<file path="src/rtl/xillybus_stream_pkg.sv">
// Shared types for the Xillybus write-stream packer: FSM states, lane-count
// width helper and the FIFO entry layout for the default 8-bit x2 build.
package xillybus_stream_pkg;

  typedef enum logic [1:0] {
    IDLE    = 2'd0,
    OPEN    = 2'd1,
    FL_PEND = 2'd2,
    FL_PART = 2'd3
  } wsp_state_t;

  localparam int DEF_IN_W  = 8;
  localparam int DEF_RATIO = 2;

  // Lane-count width for the default build; use lane_width() for other ratios.
  localparam int LANE_W = $clog2(DEF_RATIO + 1);

  // Width of a field that must hold 0..ratio inclusive.
  function automatic int lane_width(input int ratio);
    return $clog2(ratio + 1);
  endfunction

  // FIFO entry for the default build. The packer declares a locally sized
  // copy of this layout so that other IN_W/RATIO values work.
  typedef struct packed {
    logic [DEF_IN_W*DEF_RATIO-1:0] data;
    logic [LANE_W-1:0]             lanes;
    logic                          last;
  } wsp_entry_t;

endpackage

</file>
<file path="src/rtl/xillybus_sync_fifo.sv">
// First-word fall-through synchronous FIFO. The storage array is read
// through a registered head stage so that it maps onto block RAM. The
// reported count includes the head register.
module xillybus_sync_fifo #(
  parameter int WIDTH = 20,
  parameter int DEPTH = 16
) (
  input  logic                       clk,
  input  logic                       rst_n,
  input  logic                       push,
  input  logic [WIDTH-1:0]           push_data,
  input  logic                       pop,
  output logic [WIDTH-1:0]           head_data,
  output logic                       head_valid,
  output logic [$clog2(DEPTH)+1:0]   count
);

  localparam int AW = $clog2(DEPTH);

  logic [WIDTH-1:0] mem [DEPTH];
  logic [AW-1:0]    wr_ptr_reg, rd_ptr_reg;
  logic [AW:0]      mem_count_reg;
  logic             head_valid_reg;
  logic [WIDTH-1:0] head_data_reg;
  logic             load;

  // Refill the head register whenever it is empty or being consumed.
  assign load = (mem_count_reg != '0) && (!head_valid_reg || pop);

  // Storage array write port (no reset so it can infer block RAM).
  always_ff @(posedge clk) begin
    if (push) mem[wr_ptr_reg] <= push_data;
  end

  // Pointers, occupancy and the registered head stage.
  always_ff @(posedge clk or negedge rst_n) begin
    if (!rst_n) begin
      wr_ptr_reg     <= '0;
      rd_ptr_reg     <= '0;
      mem_count_reg  <= '0;
      head_valid_reg <= 1'b0;
      head_data_reg  <= '0;
    end else begin
      if (push) wr_ptr_reg <= wr_ptr_reg + AW'(1);
      if (load) begin
        rd_ptr_reg    <= rd_ptr_reg + AW'(1);
        head_data_reg <= mem[rd_ptr_reg];
      end
      mem_count_reg <= mem_count_reg + (AW+1)'(push) - (AW+1)'(load);
      if (load)     head_valid_reg <= 1'b1;
      else if (pop) head_valid_reg <= 1'b0;
    end
  end

  assign head_data  = head_data_reg;
  assign head_valid = head_valid_reg;
  assign count      = (AW+2)'(mem_count_reg) + (AW+2)'(head_valid_reg);

endmodule

</file>
<file path="src/rtl/xillybus_wstream_packer.sv">
// Xillybus write-stream endpoint: packs RATIO host words into one wide word,
// holds the newest complete word back so close can tag it as last, flushes a
// padded partial word on close and buffers everything in a FWFT FIFO.
module xillybus_wstream_packer
  import xillybus_stream_pkg::*;
#(
  parameter int              IN_W      = 8,
  parameter int              RATIO     = 2,
  parameter int              DEPTH     = 16,
  parameter int              MSB_FIRST = 1,
  parameter logic [IN_W-1:0] PAD       = '0
) (
  input  logic                         bus_clk,
  input  logic                         trn_reset_n,
  input  logic                         user_w_wren,
  input  logic [IN_W-1:0]              user_w_data,
  output logic                         user_w_full,
  input  logic                         user_w_open,
  output logic                         out_valid,
  input  logic                         out_ready,
  output logic [IN_W*RATIO-1:0]        out_data,
  output logic [$clog2(RATIO+1)-1:0]   out_lanes,
  output logic                         out_last,
  output logic                         overflow
);

  localparam int DW = IN_W * RATIO;
  localparam int LW = lane_width(RATIO);
  localparam int CW = $clog2(DEPTH) + 2;

  typedef struct packed {
    logic [DW-1:0] data;
    logic [LW-1:0] lanes;
    logic          last;
  } entry_t;

  wsp_state_t    state_reg, state_next;
  logic [LW-1:0] lane_cnt_reg, lane_cnt_next;
  logic [DW-1:0] word_reg, word_next, partial_word;
  logic [DW-1:0] pend_reg;
  logic          pend_valid_reg;
  logic          overflow_reg, open_prev_reg;
  logic          accept, word_done, flushing, push, pop;
  entry_t        push_entry, head_entry;
  logic [CW-1:0] fifo_count;

  assign flushing    = (state_reg == FL_PEND) || (state_reg == FL_PART);
  assign user_w_full = (fifo_count >= CW'(DEPTH - 2)) || flushing;
  assign accept      = user_w_wren && !user_w_full &&
                       ((state_reg == OPEN) || (state_reg == IDLE && user_w_open));
  assign word_done   = accept && (lane_cnt_reg == LW'(RATIO - 1));

  // Per-lane steering: logical lane gi lands in physical slot PHYS.
  // Lanes at or beyond lane_cnt are replaced by PAD in the flush word.
  generate
    for (genvar gi = 0; gi < RATIO; gi++) begin : g_lane
      localparam int PHYS = (MSB_FIRST != 0) ? (RATIO - 1 - gi) : gi;
      assign word_next[PHYS*IN_W +: IN_W] =
        (accept && lane_cnt_reg == LW'(gi)) ? user_w_data : word_reg[PHYS*IN_W +: IN_W];
      assign partial_word[PHYS*IN_W +: IN_W] =
        (LW'(gi) < lane_cnt_reg) ? word_reg[PHYS*IN_W +: IN_W] : PAD;
    end
  endgenerate

  // Next state, FIFO push selection and lane counter update.
  always_comb begin
    state_next    = state_reg;
    lane_cnt_next = lane_cnt_reg;
    push          = 1'b0;
    push_entry    = '0;
    unique case (state_reg)
      IDLE:    if (user_w_open)  state_next = OPEN;
      OPEN:    if (!user_w_open) state_next = FL_PEND;
      FL_PEND: begin
        state_next = (lane_cnt_reg != '0) ? FL_PART : IDLE;
        if (pend_valid_reg) begin
          push       = 1'b1;
          push_entry = '{data: pend_reg, lanes: LW'(RATIO), last: (lane_cnt_reg == '0)};
        end
      end
      FL_PART: begin
        state_next    = IDLE;
        push          = 1'b1;
        push_entry    = '{data: partial_word, lanes: lane_cnt_reg, last: 1'b1};
        lane_cnt_next = '0;
      end
      default: state_next = IDLE;
    endcase
    // Writes are only accepted in IDLE/OPEN, so this never collides with a flush push.
    if (accept) begin
      lane_cnt_next = word_done ? '0 : lane_cnt_reg + LW'(1);
      if (word_done && pend_valid_reg) begin
        push       = 1'b1;
        push_entry = '{data: pend_reg, lanes: LW'(RATIO), last: 1'b0};
      end
    end
  end

  // State, lane assembly and the one-word hold-back register.
  always_ff @(posedge bus_clk or negedge trn_reset_n) begin
    if (!trn_reset_n) begin
      state_reg      <= IDLE;
      lane_cnt_reg   <= '0;
      word_reg       <= '0;
      pend_reg       <= '0;
      pend_valid_reg <= 1'b0;
    end else begin
      state_reg    <= state_next;
      lane_cnt_reg <= lane_cnt_next;
      word_reg     <= word_next;
      if (word_done) begin
        pend_reg       <= word_next;
        pend_valid_reg <= 1'b1;
      end else if (state_reg == FL_PEND) begin
        pend_valid_reg <= 1'b0;
      end
    end
  end

  // Sticky overflow: set by any dropped write, cleared when a new session opens.
  always_ff @(posedge bus_clk or negedge trn_reset_n) begin
    if (!trn_reset_n) begin
      overflow_reg  <= 1'b0;
      open_prev_reg <= 1'b0;
    end else begin
      open_prev_reg <= user_w_open;
      if (user_w_wren && !accept)             overflow_reg <= 1'b1;
      else if (user_w_open && !open_prev_reg) overflow_reg <= 1'b0;
    end
  end

  assign pop = out_valid && out_ready;

  xillybus_sync_fifo #(
    .WIDTH ($bits(entry_t)),
    .DEPTH (DEPTH)
  ) u_fifo (
    .clk        (bus_clk),
    .rst_n      (trn_reset_n),
    .push       (push),
    .push_data  (push_entry),
    .pop        (pop),
    .head_data  (head_entry),
    .head_valid (out_valid),
    .count      (fifo_count)
  );

  assign out_data  = head_entry.data;
  assign out_lanes = head_entry.lanes;
  assign out_last  = head_entry.last;
  assign overflow  = overflow_reg;

endmodule
</file>
<file path="config.mk">
export PLATFORM = sky130hd
export DESIGN_NAME = xillybus_wstream_packer
export DESIGN_NICKNAME = d
export VERILOG_FILES = /design/src/rtl/xillybus_stream_pkg.sv /design/src/rtl/xillybus_sync_fifo.sv /design/src/rtl/xillybus_wstream_packer.sv
export SDC_FILE = /design/constraint.sdc
export NUM_CORES = 1
export LEC_CHECK = 0
export CORE_MARGIN = 3
export CORE_UTILIZATION = 52
export DETAILED_ROUTE_END_ITERATION = 8
export PLACE_DENSITY = 0.72
export SETUP_SLACK_MARGIN = 0.02
export SYNTH_ARGS = -nofsm -noshare
export SYNTH_HDL_FRONTEND = slang
export SYNTH_SLANG_ARGS = --single-unit
export TNS_END_PERCENT = 30
</file>
<file path="constraint.sdc">
create_clock -name bus_clk -period 12.3 [get_ports bus_clk]
set_clock_uncertainty 0.1 [all_clocks]
set_input_delay 1.23 -clock bus_clk [delete_from_list [all_inputs] [get_ports bus_clk]]
set_output_delay 1.23 -clock bus_clk [all_outputs]
set_load 0.005 [all_outputs]
</file>
==> results.json, run 1 <==
{
  "synth.distinct_cells": 45,
  "cap_violations": 0,
  "p_sw_mw": 1.09,
  "async_flop_share_pct": 19.1,
  "critPathKind": "primary input to flop",
  "synth.most_common_cell": "edfxtp_1",
  "cp.required_ns": 12.63,
  "numCtsBuffers": 36,
  "slowest_stage": "a21o_1",
  "coreArea_sq_um": 28100,
  "netlist_instances": 781,
  "p_seq_share_pct": 44.5,
  "post_cts_buffers": 0,
  "grt_setup_unrepaired": "no",
  "postSynthAreaPerCell_sq_um": 19.2,
  "slew_violations": 0,
  "ios": 35,
  "drt_iter0_drc": 631,
  "critPathBufInv": 4,
  "p_int_mw": 2.72,
  "peakVddDrop_v": 0.000124,
  "vias_per_cell": 6.11,
  "synth_edf_count": 304,
  "clock_latency_ns": 0.51,
  "antenna_cells": 0,
  "rrSetupSlack_ns": 8.32,
  "grt_pass1_vias": 7903,
  "die-area_sq_um": 30900,
  "slew_headroom_pct": 22.4,
  "synth_top_area_cell": "edfxtp_1",
  "ys_top_cells_by_count": "edfxtp_1 (304), mux4_2 (76), dfrtp_1 (72)",
  "pwr-share-clk_pct": 29.8,
  "ys_seq_area_share_pct": 73.0,
  "hold_violations": 0,
  "syn_nets": 813,
  "crit_path_start_kind": "primary input",
  "switching_share_pct": 28.6,
  "htree_levels": 2,
  "nets": 858,
  "power.density_nw_per_um2": 223,
  "cts_resized": 0,
  "fin_crit_ns": 4.05,
  "initial_core_util_pct": 53.3,
  "min_path_cells": 2,
  "largest_reg_flops": 304,
  "numClockSinks": 376,
  "ctsHoldBuffers": 0,
  "cp_top_family": "adder cells",
  "hold_path_class": "flop to flop",
  "drive_gt1_share_pct": 22.6,
  "grt_max_degree": 73,
  "drtPass1Iterations": 5,
  "cts_tree": "done",
  "clockBufferDepth": 3,
  "synth_top_area_share_pct": 60.9,
  "synth_area_sq_um": 15000,
  "synthFlopType": "edfxtp_1",
  "routed_wl_um": 31000,
  "grt_usage_pct": 20.6,
  "arrival_ns": 4.38,
  "antenna_found_initial": 0,
  "r2r-start": "u_fifo.mem_count_reg[3]",
  "area_growth_pct": 13.9,
  "cp_common_cell": "inv_1",
  "worst_slew_pin_slew_ns": 1.16,
  "worstRegToRegCells": 13,
  "yosysWarnings": 0,
  "max_stage_delay_ns": 0.80,
  "portBuffers": 34,
  "fin_util_pct": 60.8,
  "clock.fmax_mhz": 247,
  "hold-path-endpoint": "overflow",
  "vias": 7523,
  "path_cells": "clkdlybuf4s50_1, inv_1, a21o_1, inv_1, ha_1, inv_1, ha_1, fa_1, a21oi_1, nor2_1, nor2_1, xor2_1",
  "rows": 61,
  "drc": 0,
  "die_h_um": 176,
  "tns_ns": 0,
  "power_frac_comb_pct": 25.7,
  "ys_ff_latch": 376,
  "synth.top_cells.by_area": "edfxtp_1 (61%), dfrtp_1 (12%), mux4_2 (11%)",
  "timing.rr.end": "u_fifo.mem_count_reg[4]",
  "p_leak_nw": 5.80,
  "path_clk_slew_ns": 0.06,
  "cts_root_buffer": "clkbuf_16",
  "crit_path_max_fanout": 22,
  "status": "finished clean",
  "finalPower_mw": 3.81,
  "grt_pass1_wl_um": 47700,
  "period_share_pct": 32.9,
  "drtAntennaViolNets": 0,
  "min_from": "open_prev_reg",
  "holdWs_ns": 0.379,
  "end_kind": "flop",
  "final_cells": 1232,
  "dieWidth_um": 176,
  "hpwlAfterDp_um": 17200,
  "drt-wirelength-per-cell_um": 25.2,
  "setup_viol": 0,
  "finalWeightedCongestion": 0.763,
  "grt_overflow_total": 0,
  "dp_cells": 1166
}
final cells by class:
cell class | count | area, sq um
fill | 1995 | 11000
clock inverter | 23 | 240
tap | 378 | 473
inverter | 18 | 67.6
sequential | 376 | 10900
multi-input combinational | 344 | 3890
timing repair buffer | 50 | 458
clock buffer | 43 | 1000
routing by layer:
metal,up-vias,wire length (um),global-route usage [%]
met3,59,1690,3.20
li1,3247,-,-
met5,-,0,0
met2,268,16000,34.6
met1,3949,12600,28.5
met4,0,666,5.64
cell families (layout without fill, tap and decap cells):
logic type,count (synthesis),after routing,synth area share [%]
simple gates,80,80,2.88
mux,131,131,15.3
xor+xnor,9,9,0.526
flops,376,376,73.0
compound gates,105,105,4.92
buf+inv,61,134,1.79
fa+ha+maj,19,19,1.64
tightest hold or removal path: cells and delay by family (launching register included):
family,cells,cell delay [ns]
AO/OA/AOI/OAI,2,0.13
flip-flops,1,0.32
layout by cell type (no fill, tap or decap), types with 3 or more instances in the layout:
master,instances
edfxtp_1,304
mux4_2,76
dfrtp_1,69
mux2i_1,38
clkbuf_16,38
clkdlybuf4s50_1,33
nand2_1,28
a21o_1,23
o22ai_1,20
ha_1,18
inv_1,17
buf_4,17
a32o_1,16
o21ai_0,16
mux2_2,16
nand3_1,13
a21oi_1,11
nor3b_2,9
clkinv_1,9
nor2_1,8
a31oi_1,8
clkinv_2,8
xnor2_1,5
nand2b_1,5
bufinv_16,5
xor2_1,4
nand4_1,3
a21oi_4,3
nor4b_2,3
clkbuf_8,3
per-stage QoR:
step,instance area (sq um),worst slack (ns)
floorplan,15000,7.67
global placement,15800,7.84
detailed placement,15800,7.75
CTS,17100,8.27
global route,17100,8.07
finish,17100,8.25
power groups by stage:
stage                     sequential, mW  clock, mW  combinational, mW
after CTS                           1.70       1.15              0.992
final                               1.70       1.13              0.982
after floorplan                     1.63          0              0.775
after detailed placement            1.72          0              0.988
after global placement              1.71          0              0.943
after global routing                1.72       1.21               1.07
how the worst max path moves through the flow:
stage                     start                       to  slack [ns]  cells past startpoint
floorplan           user_w_wren         u_fifo.mem[0][0]        7.67                      6
global placement      out_ready  u_fifo.mem_count_reg[4]        7.84                     12
detailed placement    out_ready  u_fifo.mem_count_reg[4]        7.75                     12
CTS                   out_ready  u_fifo.mem_count_reg[4]        8.27                     12
global route          out_ready  u_fifo.mem_count_reg[4]        8.07                     12
finish                out_ready  u_fifo.mem_count_reg[4]        8.25                     12
Note: power is estimated with default switching activity, not from simulation.
==> run 2, diff against run 1 <==
--- a/config.mk
+++ b/config.mk
@@ -8,7 +8,7 @@
 export CORE_MARGIN = 3
 export CORE_UTILIZATION = 52
 export DETAILED_ROUTE_END_ITERATION = 8
-export PLACE_DENSITY = 0.72
+export PLACE_DENSITY = 0.74
 export SETUP_SLACK_MARGIN = 0.02
 export SYNTH_ARGS = -nofsm -noshare
 export SYNTH_HDL_FRONTEND = slang
==> constraint.sdc (replaced) <==
create_clock -name bus_clk -period 3.7 [get_ports bus_clk]
set_clock_uncertainty 0.1 [all_clocks]
set_input_delay 0.37 -clock bus_clk [delete_from_list [all_inputs] [get_ports bus_clk]]
set_output_delay 0.37 -clock bus_clk [all_outputs]
set_load 0.005 [all_outputs]
==> results.json, run 2 (same netlist as run 1, synthesis figures left out) <==
{
  "status": "finished clean",
  "grt_pass1_vias": 8197,
  "hpwlAfterDp_um": 18100,
  "antenna_cells": 0,
  "die_h_um": 176,
  "vias_per_cell": 6.16,
  "cap_violations": 0,
  "cts_resized": 0,
  "cts_root_buffer": "clkbuf_16",
  "clock.fmax_mhz": 324,
  "coreArea_sq_um": 28100,
  "grt_usage_pct": 21.3,
  "area_growth_pct": 15.1,
  "htree_levels": 2,
  "cp.required_ns": 4.03,
  "numClockSinks": 376,
  "path_clk_slew_ns": 0.06,
  "crit_path_max_fanout": 5,
  "grt_pass1_wl_um": 49200,
  "cts_tree": "done",
  "antenna_found_initial": 0,
  "numCtsBuffers": 38,
  "slew_headroom_pct": 20.4,
  "ios": 35,
  "ctsHoldBuffers": 1,
  "finalPower_mw": 12.8,
  "hold_path_class": "primary input to flop",
  "grt_setup_unrepaired": "no",
  "critPathKind": "flop to flop",
  "clock_latency_ns": 0.52,
  "vias": 7730,
  "peakVddDrop_v": 0.000538,
  "design_area_sq_um": 17200,
  "slew_violations": 0,
  "routed_wl_um": 32200,
  "largest_reg_flops": 304,
  "fin_util_pct": 61.4,
  "fin_crit_ns": 3.09,
  "mostFrequentLayoutCell": "edfxtp_1",
  "period_share_pct": 83.5,
  "drt-wirelength-per-cell_um": 25.6,
  "dieWidth_um": 176,
  "drtAntennaViolNets": 0,
  "rows": 61,
  "drt_iter0_drc": 718,
  "clockBufferDepth": 3,
  "p_leak_nw": 5.91,
  "grt_max_degree": 59,
  "power.density_nw_per_um2": 743,
  "initial_core_util_pct": 53.3,
  "die-area_sq_um": 30900,
  "portBuffers": 34,
  "drc": 0,
  "arrival_ns": 3.42,
  "worst_slew_pin_slew_ns": 1.19,
  "crit_path_start_kind": "flop",
  "nets": 880,
  "placed_area_sq_um": 16000,
  "end_kind": "flop",
  "post_cts_buffers": 0,
  "final_cell_mix": "edfxtp_1 (304), mux4_2 (76), dfrtp_1 (69), clkbuf_16 (39), mux2i_1 (38)",
  "setup_viol": 0,
  "drtPass1Iterations": 5,
  "holdWs_ns": 0.294,
  "drive_gt1_share_pct": 24.1,
  "hold_violations": 0,
  "finalWeightedCongestion": 0.789,
  "grt_overflow_total": 0
}
## run 2: cell types whose count changed in the layout (fill, tap and decap cells not counted), moves of 2 or more
cell | before | now
buf_12 | 0 | 3
buf_4 | 17 | 33
a21oi_2 | 0 | 3
clkinv_2 | 8 | 6
a21oi_4 | 3 | 0
inv_6 | 0 | 2
clkbuf_1 | 2 | 6
## run 2: cell type report
cell class | count | area, sq um
Multi-Input combinational cell | 344 | 3870
Fill cell | 1977 | 10900
Timing Repair Buffer | 70 | 648
Clock buffer | 47 | 1030
Sequential cell | 376 | 10900
Clock inverter | 22 | 209
Tap cell | 378 | 473
Inverter | 18 | 67.6
## run 2: routing by layer
metal  vias to the layer above  part of all wire [%]  global-route usage [%]
met4                         0                   2.6                    6.83
met3                        64                   8.0                    3.93
met2                       360                    50                    35.3
met1                      4024                    39                    29.0
met5                         -                     0                       0
li1                       3282                     -                       -
## run 2: path summary, 6_finish.rpt
check	from	end	slack [ns]	cells after the start
min in group asynchronous	trn_reset_n	pend_reg[3]	0.30	2
hold / removal	user_w_open	open_prev_reg	0.29	1
max in group asynchronous	trn_reset_n	u_fifo.rd_ptr_reg[0]	2.48	3
setup / recovery	u_fifo.head_valid	u_fifo.mem_count_reg[4]	0.61	12
hold reg to reg	u_fifo.head_data[11]	u_fifo.head_data[11]	0.37	1
setup reg to reg	u_fifo.head_valid	u_fifo.mem_count_reg[4]	0.61	12
## run 2: where the power goes
part           switching [mW]  total [mW]  leakage [nW]  internal (mW)
registers               0.506        5.63          3.47           5.13
clock network            1.53        3.78         0.605           2.25
logic                    1.64        3.38          1.83           1.74
## run 2: through the flow
stage | setup TNS, ns | std cells | worst slack [ns]
6_report | 0 | 1255 | 0.611
5_1_grt | 0 | 1255 | 0.426
4_1_cts | 0 | 1255 | 0.590
3_5_place_dp | 0 | 1185 | 0.614
3_3_place_gp | 0 | 1185 | 0.645
2_1_floorplan | -39.54 | 781 | -0.547
## run 2: critical path, stage by stage (launching register included)
cell     delay (ns)
dfrtp_1        0.43
ha_1           0.28
xnor2_1        0.15
or4_4          0.45
and4_1         0.23
a31oi_4        0.19
inv_1          0.06
ha_1           0.23
fa_1           0.43
a21oi_1        0.15
nor2_1         0.06
nor2_1         0.10
xor2_1         0.15
==> run 3, diff against run 2 <==
--- a/config.mk
+++ b/config.mk
@@ -8,7 +8,7 @@
 export CORE_MARGIN = 3
 export CORE_UTILIZATION = 52
 export DETAILED_ROUTE_END_ITERATION = 8
-export PLACE_DENSITY = 0.74
+export PLACE_DENSITY = 0.72
 export SETUP_SLACK_MARGIN = 0.02
 export SYNTH_ARGS = -nofsm -noshare
 export SYNTH_HDL_FRONTEND = slang
==> constraint.sdc (replaced) <==
create_clock -name bus_clk -period 3.2 [get_ports bus_clk]
set_clock_uncertainty 0.1 [all_clocks]
set_input_delay 0.32 -clock bus_clk [delete_from_list [all_inputs] [get_ports bus_clk]]
set_output_delay 0.32 -clock bus_clk [all_outputs]
set_load 0.005 [all_outputs]
==> results.json, run 3 (same netlist as run 1, synthesis figures left out) <==
{
  "status": "finished clean",
  "slew_headroom_pct": 25.8,
  "cts_tree": "done",
  "nets": 886,
  "grt_max_degree": 73,
  "largest_reg_flops": 304,
  "initial_core_util_pct": 53.3,
  "design_area_sq_um": 17300,
  "vias_per_cell": 6.13,
  "max_stage_delay_ns": 0.45,
  "drt-wirelength-per-cell_um": 25.0,
  "cp.required_ns": 3.53,
  "p_leak_nw": 5.94,
  "arrival_ns": 3.38,
  "hpwlAfterDp_um": 18900,
  "crit_path_max_fanout": 5,
  "hold_path_class": "primary input to flop",
  "power.density_nw_per_um2": 849,
  "clock.fmax_mhz": 328,
  "cap_violations": 0,
  "min_path_cells": 1,
  "tns_ns": 0,
  "grt_overflow_total": 0,
  "slew_violations": 0,
  "end_kind": "flop",
  "critPathKind": "flop to flop",
  "routed_wl_um": 31500,
  "hold_violations": 0,
  "drc": 0,
  "vias": 7720,
  "path_cells": "ha_2, xnor2_1, or4_4, and4_1, a31oi_4, inv_1, ha_1, fa_1, a21oi_1, nor2_1, nor2_1, xor2_1",
  "dieWidth_um": 176,
  "holdWs_ns": 0.244,
  "clockBufferDepth": 3,
  "antenna_cells": 0,
  "numClockSinks": 376,
  "area_growth_pct": 15.5,
  "highest_layer": "met4",
  "path_clk_slew_ns": 0.06,
  "mostFrequentLayoutCell": "edfxtp_1",
  "wl_met2_um": 15700,
  "cts_root_buffer": "clkbuf_16",
  "setup_viol": 0,
  "grt_pass1_wl_um": 48800,
  "die_h_um": 176,
  "antenna_found_initial": 0,
  "peakVddDrop_v": 0.000580,
  "finalWeightedCongestion": 0.790,
  "fin_crit_ns": 3.05,
  "wl_met1_um": 12800,
  "crit_path_start_kind": "flop",
  "final_cell_mix": "edfxtp_1 (304), mux4_2 (76), dfrtp_1 (69), mux2i_1 (38), clkbuf_16 (38)",
  "grt_usage_pct": 21.0,
  "clock_latency_ns": 0.52,
  "drtAntennaViolNets": 0,
  "dp_slack_ns": 0.123,
  "worstRegToRegCells": 12,
  "met3_length_um": 2090,
  "coreArea_sq_um": 28100,
  "die-area_sq_um": 30900,
  "fin_util_pct": 61.6,
  "ios": 35,
  "drtPass1Iterations": 5,
  "portBuffers": 34,
  "drive_gt1_share_pct": 24.6,
  "cp_common_cell": "nor2_1",
  "slowest_stage": "or4_4",
  "htree_levels": 2,
  "numCtsBuffers": 38,
  "drt_iter0_drc": 684,
  "rows": 61,
  "grt_pass1_vias": 8147,
  "worst_slew_pin_slew_ns": 1.11,
  "period_share_pct": 95.3,
  "fin_ws_ns": 0.152,
  "placed_area_sq_um": 16100,
  "grt_setup_unrepaired": "no"
}
run 3: timing repair:
item,in CTS,in global routing
endpoints found under the setup margin,0,1
hold buffers,1,0
hold endpoints to repair,72,0
resized for setup,0,1
buffers inserted,0,0
run 3: metrics by stage:
step | power [mW] | std cells
finish | 14.7 | 1260
global placement | 10.4 | 1191
floorplan | 9.24 | 781
detailed placement | 10.6 | 1191
global route | 15.4 | 1260
CTS | 14.8 | 1260
run 3: area by class of cell:
cell class,instances,area [sq um]
flip-flops and latches,376,10900
fillers,1975,10800
multi-input cells,344,3900
clock buffers,55,1090
repair buffers,76,731
well taps,378,473
clock inverters,13,93.8
inverters,18,67.6
run 3: report_power, final:
part / switching (mW) / internal, mW / total [mW]
clock network: 1.72 / 2.45 / 4.18
registers: 0.525 / 5.93 / 6.45
logic: 2.01 / 2.04 / 4.05
run 3: worst max-delay path: cells and delay by family (launching register included):
| kind | cells | cell delay, ns |
|---|---|---|
| adder cells (fa/ha/maj) | 3 | 0.91 |
| AO/OA/AOI/OAI | 2 | 0.34 |
| flip-flops | 1 | 0.43 |
| AND/OR/NAND/NOR | 4 | 0.85 |
| XOR/XNOR | 2 | 0.29 |
| buffers and inverters | 1 | 0.06 |
run 3: worst paths after layout:
| check | start | end | slack, ns |
|---|---|---|---|
| max reg2reg | u_fifo.head_valid | u_fifo.mem_count_reg[4] | 0.15 |
| max in group asynchronous | trn_reset_n | u_fifo.rd_ptr_reg[0] | 1.81 |
| min | user_w_open | open_prev_reg | 0.24 |
| min in group asynchronous | trn_reset_n | pend_reg[1] | 0.40 |
| max | u_fifo.head_valid | u_fifo.mem_count_reg[4] | 0.15 |
| min reg2reg | u_fifo.head_data[14] | u_fifo.head_data[14] | 0.38 |
run 3: layer usage:
layer / track usage (%) / vias to the layer above
li1: - / 3307
met1: 29.8 / 4070
met2: 34.2 / 281
met3: 3.33 / 62
met4: 6.33 / 0
met5: 0 / -
